**src/rtl/vslc_scan_sequencer.sv**
```systemverilog
// VSLC scan-cycle scheduler: sample -> exec -> commit -> wait loop.
// Optional watchdog: define VSLC_SCAN_WATCHDOG_EN.
module vslc_scan_sequencer #(
  parameter int ADDR_W      = 5,
  parameter int PROG_LEN    = 32,
  parameter int PERIOD_W    = 16,
  parameter int SCAN_PERIOD = 1200
`ifdef VSLC_SCAN_WATCHDOG_EN
  ,
  parameter int WDT_CYCLES  = 255
`endif
) (
  input  logic              CLK,
  input  logic              RST,
  input  logic              en,
  input  logic              clr_flags,
  input  logic [7:0]        ui_in,
  input  logic              step_ack,
  input  logic              halt,
  input  logic [7:0]        out_image_d,
  output logic [7:0]        in_image,
  output logic [ADDR_W-1:0] pc,
  output logic              step_req,
  output logic              addr_strobe,
  output logic [7:0]        uo_out,
  output logic              scan_cycle_clk,
  output logic              overrun,
  output logic              fault
);

  typedef enum logic [2:0] {
    S_IDLE,
    S_SAMPLE,
    S_EXEC,
    S_COMMIT,
    S_WAIT
  } state_t;

  localparam logic [ADDR_W-1:0] PC_LAST =
    ADDR_W'(PROG_LEN - 1);
  // Reload on the edge into SAMPLE so that
  // SAMPLE-to-SAMPLE spacing is SCAN_PERIOD.
  localparam logic [PERIOD_W-1:0] RELOAD =
    PERIOD_W'(SCAN_PERIOD - 1);

  state_t state_q, state_d;

  logic [PERIOD_W-1:0] timer_q;
  logic [ADDR_W-1:0]   pc_q;
  logic [7:0]          in_q;
  logic [7:0]          uo_q;
  logic                strobe_q;
  logic                ovr_q;
  logic                fault_q;
  logic                wdt_trip;

  logic t_zero;
  logic in_exec;
  logic last_step;
  logic adv;
  logic ovr_set;

  assign t_zero    = (timer_q == '0);
  assign in_exec   = (state_q == S_EXEC);
  assign last_step = halt || (pc_q == PC_LAST);
  assign adv       = in_exec && step_ack
                     && !last_step;
  assign ovr_set   = t_zero
                     && (in_exec
                     || state_q == S_SAMPLE);

  always_comb begin
    state_d = state_q;
    unique case (state_q)
      S_IDLE: begin
        if (en) state_d = S_SAMPLE;
      end
      S_SAMPLE: begin
        state_d = fault_q ? S_COMMIT : S_EXEC;
      end
      S_EXEC: begin
        if (wdt_trip)
          state_d = S_WAIT;
        else if (step_ack && last_step)
          state_d = S_COMMIT;
      end
      S_COMMIT: begin
        if (!t_zero)
          state_d = S_WAIT;
        else
          state_d = en ? S_SAMPLE : S_IDLE;
      end
      S_WAIT: begin
        if (t_zero)
          state_d = en ? S_SAMPLE : S_IDLE;
      end
      default: state_d = S_IDLE;
    endcase
  end

  always_ff @(posedge CLK or posedge RST) begin
    if (RST) begin
      state_q  <= S_IDLE;
      timer_q  <= '0;
      pc_q     <= '0;
      in_q     <= '0;
      uo_q     <= '0;
      strobe_q <= 1'b0;
      ovr_q    <= 1'b0;
    end else begin
      state_q <= state_d;

      if (state_d == S_SAMPLE)
        timer_q <= RELOAD;
      else if (state_q != S_IDLE && !t_zero)
        timer_q <= timer_q - PERIOD_W'(1);

      if (state_q == S_SAMPLE) begin
        in_q <= ui_in;
        pc_q <= '0;
      end else if (adv) begin
        pc_q <= pc_q + ADDR_W'(1);
      end

      strobe_q <= adv
                  || (state_q == S_SAMPLE
                  && state_d == S_EXEC);

      if (wdt_trip)
        uo_q <= '0;
      else if (state_q == S_COMMIT)
        uo_q <= fault_q ? '0 : out_image_d;

      // A set event in the same cycle beats clear.
      if (ovr_set)
        ovr_q <= 1'b1;
      else if (clr_flags)
        ovr_q <= 1'b0;
    end
  end

`ifdef VSLC_SCAN_WATCHDOG_EN
  localparam int WDT_W = $clog2(WDT_CYCLES + 1);

  logic [WDT_W-1:0] wdt_q;

  assign wdt_trip = in_exec && !step_ack
                    && (wdt_q == WDT_W'(WDT_CYCLES - 1));

  always_ff @(posedge CLK or posedge RST) begin
    if (RST) begin
      wdt_q   <= '0;
      fault_q <= 1'b0;
    end else begin
      if (in_exec && !step_ack && !wdt_trip)
        wdt_q <= wdt_q + WDT_W'(1);
      else
        wdt_q <= '0;

      if (wdt_trip)
        fault_q <= 1'b1;
      else if (clr_flags)
        fault_q <= 1'b0;
    end
  end
`else
  assign wdt_trip = 1'b0;
  assign fault_q  = 1'b0;
`endif

  assign in_image       = in_q;
  assign pc             = pc_q;
  assign step_req       = in_exec;
  assign addr_strobe    = strobe_q;
  assign uo_out         = uo_q;
  assign scan_cycle_clk = (state_q == S_SAMPLE)
                          || in_exec
                          || (state_q == S_COMMIT);
  assign overrun        = ovr_q;
  assign fault          = fault_q;

endmodule
```
**config.mk**
```make
export PLATFORM = sky130hd
export DESIGN_NAME = vslc_scan_sequencer
export DESIGN_NICKNAME = d
export VERILOG_FILES = /design/src/rtl/vslc_scan_sequencer.sv
export SDC_FILE = /design/constraint.sdc
export NUM_CORES = 1
export LEC_CHECK = 0
export BUFFER_PORTS_ARGS = -buffer_cell sky130_fd_sc_hd__buf_4
export CAP_MARGIN = 20
export CORE_MARGIN = 2
export CORE_UTILIZATION = 53
export CTS_CLUSTER_DIAMETER = 100
export DETAILED_ROUTE_END_ITERATION = 12
export GPL_ROUTABILITY_DRIVEN = 0
export PLACE_DENSITY_LB_ADDON = 0.08
export SKIP_LAST_GASP = 1
export SLEW_MARGIN = 0
export SYNTH_ARGS = -nofsm -noshare
export SYNTH_HDL_FRONTEND = slang
export SYNTH_SLANG_ARGS = --single-unit
```
**constraint.sdc**
```tcl
create_clock -name CLK -period 2.61 [get_ports CLK]
set_input_delay 0.1305 -clock CLK [delete_from_list [all_inputs] [get_ports CLK]]
set_output_delay 0.1305 -clock CLK [all_outputs]
set_load 0.05 [all_outputs]
```
# Yosys cells after proc, flatten, opt, wreduce, memory -nomap -nowiden
# Index checks and enable logic that the tools add are counted.
# word_totals
word_cells,46
ff_bits,42
output_inout_bits,26
inputBits,22
# op_classes
add_sub_neg,2
eq_ne,7
mux,12
n_reduce_logical,18
# op_table
operator,count
16-bit 2-to-1 mux,2
16-bit logical NOT,1
16-bit by 1-bit subtractor with 16-bit output (second input constant),1
3-bit case mux with 5 select lines,1
3-bit 2-to-1 mux,4
5-bit 2-to-1 mux,2
3-bit by 2-bit == test with 1-bit output (second input constant),3
3-bit by 1-bit == test with 1-bit output (second input constant),2
1-bit logical AND,6
2-bit nonzero test,3
5-bit by 1-bit adder with 5-bit output (second input constant),1
5-bit == test (second input constant),1
1-bit logical OR,4
3-bit == test (second input constant),1
3-bit logical NOT,1
1-bit 2-to-1 mux,3
3-bit nonzero test,1
1-bit logical NOT,2

# Longest topological paths before layout
# depth
depth_word,8
mapped_depth,8
mapped_depth_nobuf,7

# Least setup slack after synthesis
# OpenSTA, ideal clock, no wires.
# synth_path
path_type,register to register
from,register state_q[2]
to,"register pc_q[3], in the netlist pc[3]"
setup_ps,79
path_stages_with_launch,6
arrival_ps,2162
path_buffers,1
setup_slack_ps,369
path_cell_list,dfrtp_1 > buf_2 > nor3b_2 > nand3_1 > or3_1 > a21oi_1
# synth_via
elab_chain_len,4
elab_cells_between_ends,6
cone_classes,2 x eq/ne; 1 x mux; 3 x reduce/logical
# synth_lines
item,line_no,source
from (decl),46,"state_t state_q, state_d;"
from (signal assigned),111,state_q <= state_d;
3-bit by 2-bit == test with 1-bit output,64,assign in_exec = (state_q == S_EXEC);
named net step_req,23,"output logic step_req,"
1-bit logical AND,66,assign adv = in_exec && step_ack
1-bit logical AND,67,&& !last_step;
2-bit nonzero test (no line),--,
to (signal assigned),122,pc_q <= pc_q + ADDR_W'(1);
to (decl),49,logic [ADDR_W-1:0] pc_q;
# The timed path passes the listed nets, and every way through them passes these cells.
# A chain may end at the register's enable or synchronous reset.

# Worst setup path in the final report
# layout_path
from,register timer_q[0]
to,register timer_q[8]
# layout_via
elab_chain_len,5
elab_cells_between_ends,11
cone_classes,1 x add/sub; 1 x eq/ne; 5 x mux; 4 x reduce/logical
# layout_lines
item,line_no,source
from (decl),48,logic [PERIOD_W-1:0] timer_q;
from (signal assigned),116,timer_q <= timer_q - PERIOD_W'(1);
branches (longest 5 deep; another with 16-bit by 1-bit subtractor with 16-bit output),--,
# Parallel ways; which one is timed is not known. The select of a mux whose other input is x is not followed.

==> impl_metrics.yaml <==
clock_network:
  cts_setup_buffers: 0
  cts_max_level: 2
  cts_tree: "built"
  cts_made_buffers: 5
  clk_latency_ns: 0.30
  postCtsHoldBufs: 1
  cts_resized: 0
  cts-root-buf: "clkbuf_8"
  cts_sinks: 42
  clk_pin_slew_ns: 0.08
  cts_buffer_depth: 2
critical_path:
  r2r.worst_path.cells: 6
  critical_path_required_ns: 2.80
  cp-end-kind: "register"
  timing.rr.start: "timer_q[0]"
  reg2reg_slack_ns: 0.31
  startpoint_type: "register"
  r2r-end: "timer_q[8]"
  worst-path-max-fanout: 13
  crit_type: "reg -> reg"
  cp_data_arrival_time_ns: 2.48
place:
  placed_area_mm2: 0.002530
  dpl.cell_count: 303
  dp.final_hpwl_um: 3521
  io_buffer_count: 46
min_path:
  worstHoldPathType: "in -> reg"
  worstHoldStart: "clr_flags"
  min_to: "overrun"
  min_path_cells: 2
routing:
  drtPass1Iterations: 4
  via_per_inst: 5.795
  drcViolationCount: 0
  wl_per_cell_um: 15.99
  vias: 1808
  routed_wirelength_um: 4989
  first_iter_violations: 120
  detail-route-antenna-nets: 0
power:
  leakage_nw: 1.250
  power_mw: 3.107
  power.density_mw_per_mm2: 1173
  ir_worst_vdd_v: 0.0007410
floorplan:
  ioPinCount: 48
  dieArea_mm2: 0.004536
  rows: 23
  die_y_um: 67.35
  core-area_mm2: 0.003943
  start_util_pct: 53.95
  die-width_um: 67.35
global_routing:
  grt_pass1_wl_um: 8100
  grt_pass1_vias: 1695
  grt.overflow.total: 0
  grt_max_degree: 43
  antenna_found_initial: 0
  grt.total_usage_pct: 24.10
sta:
  hold_ws_ns: 0.01273
  setup_tns_ns: 0
  fin_skew_ns: 0.005037
  hold_viol: 0
  period_minus_slack_ns: 2.295
  rsz0062_at_grt: "no"
  timing.slew.headroom_pct: 63.06
  final-setup-viol-count: 0
  min_period_over_period_pct: 87.94
  fmax_ghz: 0.4357
  worst_slew_pin_slew_ns: 0.5517
  drv_slew: 0
finish:
  fin_nets: 287
  antenna_cells: 0
  syn_to_final_growth_pct: 24.53
  finalNonFillerCells: 312
  fin_area_mm2: 0.002649
  nFillCells: 310
  drive_gt1_share_pct: 30.15
logic_synthesis:
  yosys.area.top_type: "dfrtp_1"
  synth_area_leaders: "dfrtp_1 (49%), nand2_1 (5.3%), mux2_2 (4.2%)"
  synth_edf_count: 0
  seq_area_frac_synth_pct: 49.41
  yosys_warnings: 0
  muxShareOfSynthArea_pct: 5.176
  synth-compound-area-share_pct: 12.35
  yosys.area_share.simple_pct: 25.59
  synth.distinct_cells: 51
  synth-xor-area-share_pct: 0.8235
  syn_nets: 236
  avgSynthCellArea_um2: 10.13
  synth_top_family_by_area: "simple AND/OR/NAND/NOR gates"
  synth-seq-cells: 42
  async_flop_share_pct: 100.0
  synth_area_mm2: 0.002127
  synth_adder_area_share_pct: 2.353
  synthCells: 210
  synth_top_area_share_pct: 49.41
  synthFlopType: "dfrtp_1"
outcome:
  outcome: "complete, no violations"
run:
  max_cap_violations: 0
how the worst max path moves through the flow:
stage / to / from / slack (ns)
after CTS: timer_q[9] / timer_q[0] / 0.37
final: timer_q[8] / timer_q[0] / 0.31
after detailed placement: timer_q[13] / timer_q[0] / 0.40
after global routing: timer_q[10] / timer_q[0] / 0.18
after global placement: timer_q[8] / timer_q[0] / 0.48
after floorplan: pc[3] / state_q[2] / 0.37
critical path, stage by stage, from the launching register on:
cell and delay [ns]:
dfrtp_1 0.41, inv_1 0.13, ha_1 0.16, nor4b_1 0.38, and4_1 0.60, nor2_2 0.16, a221o_1 0.35
cell usage in the layout, fill, tap and decap left out, types with 2 or more instances in the layout:
master / count
nor4_1: 5
nand2b_1: 2
nand2_1: 30
o221ai_1: 2
a21oi_1: 5
o211ai_1: 2
and4_1: 2
nor2_1: 13
a221o_1: 5
nor3b_2: 2
o22ai_1: 2
mux2i_1: 2
buf_4: 52
nor3_1: 7
o21ai_0: 7
and3_1: 2
nand3_1: 5
clkbuf_8: 5
ha_1: 4
clkinv_2: 2
o31ai_1: 5
or4_1: 2
nand4_1: 7
or3_1: 4
or2_2: 2
inv_1: 10
dfrtp_1: 42
xor2_1: 2
mux2_2: 8
a211oi_1: 3
routing by layer:
| layer | vias to the layer above | global-route usage (%) | routed length, um |
|---|---|---|---|
| li1 | 869 | - | - |
| met4 | 0 | 9.694 | 136 |
| met2 | 61 | 36.26 | 2319 |
| met5 | - | 0 | 0 |
| met1 | 862 | 33.41 | 2280 |
| met3 | 16 | 6.000 | 253 |
where the power goes:
part           internal (mW)  total (mW)  switching [mW]
logic                  0.492        1.56            1.07
registers              0.855        1.04           0.181
clock network          0.282       0.512           0.230
total                   1.63        3.11            1.48
final cells by class:
| class | instances | area, um2 | share of cell area (%) |
|---|---|---|---|
| clock inverter | 3 | 40.04 | 1.512 |
| tap | 50 | 62.56 | 2.362 |
| multi-input combinational | 149 | 988.4 | 37.32 |
| sequential | 42 | 1051 | 39.68 |
| timing repair buffer | 53 | 400.4 | 15.12 |
| clock buffer | 5 | 68.82 | 2.598 |
| inverter | 10 | 37.54 | 1.417 |
state kept, by name (all words and copies together) (netlist names):
register / count
addr_strobe: 1
in_image: 8
overrun: 1
pc: 5
state_q: 3
timer_q: 16
uo_out: 8
cell usage after synthesis (3+ instances only):
library cell,n
a21oi_1,5
nor3_1,7
nor4_1,5
nand4_1,7
or3_1,4
nand3_1,5
nand2_1,30
a221o_1,5
buf_2,3
buf_4,3
ha_1,4
mux2_2,8
inv_1,10
dfrtp_1,42
o31ai_1,5
a211oi_1,3
nor2_1,13
o21ai_0,7
stage by stage:
stage / utilization [%] / setup slack, ns
floorplan: - / 0.3693
global placement: 64.17 / 0.4779
detailed placement: 64.17 / 0.3995
CTS: 67.18 / 0.3678
global route: 67.18 / 0.1839
finish: 67.18 / 0.3148
cell families (layout without fill, tap and decap cells):
logic type,Yosys count,count (layout)
simple gates,96,96
flops,42,42
compound gates,36,36
buf+inv,19,71
mux,10,10
fa+ha+maj,4,4
xor+xnor,2,2
other cells,1,1
(Power assumes the default switching activity.)
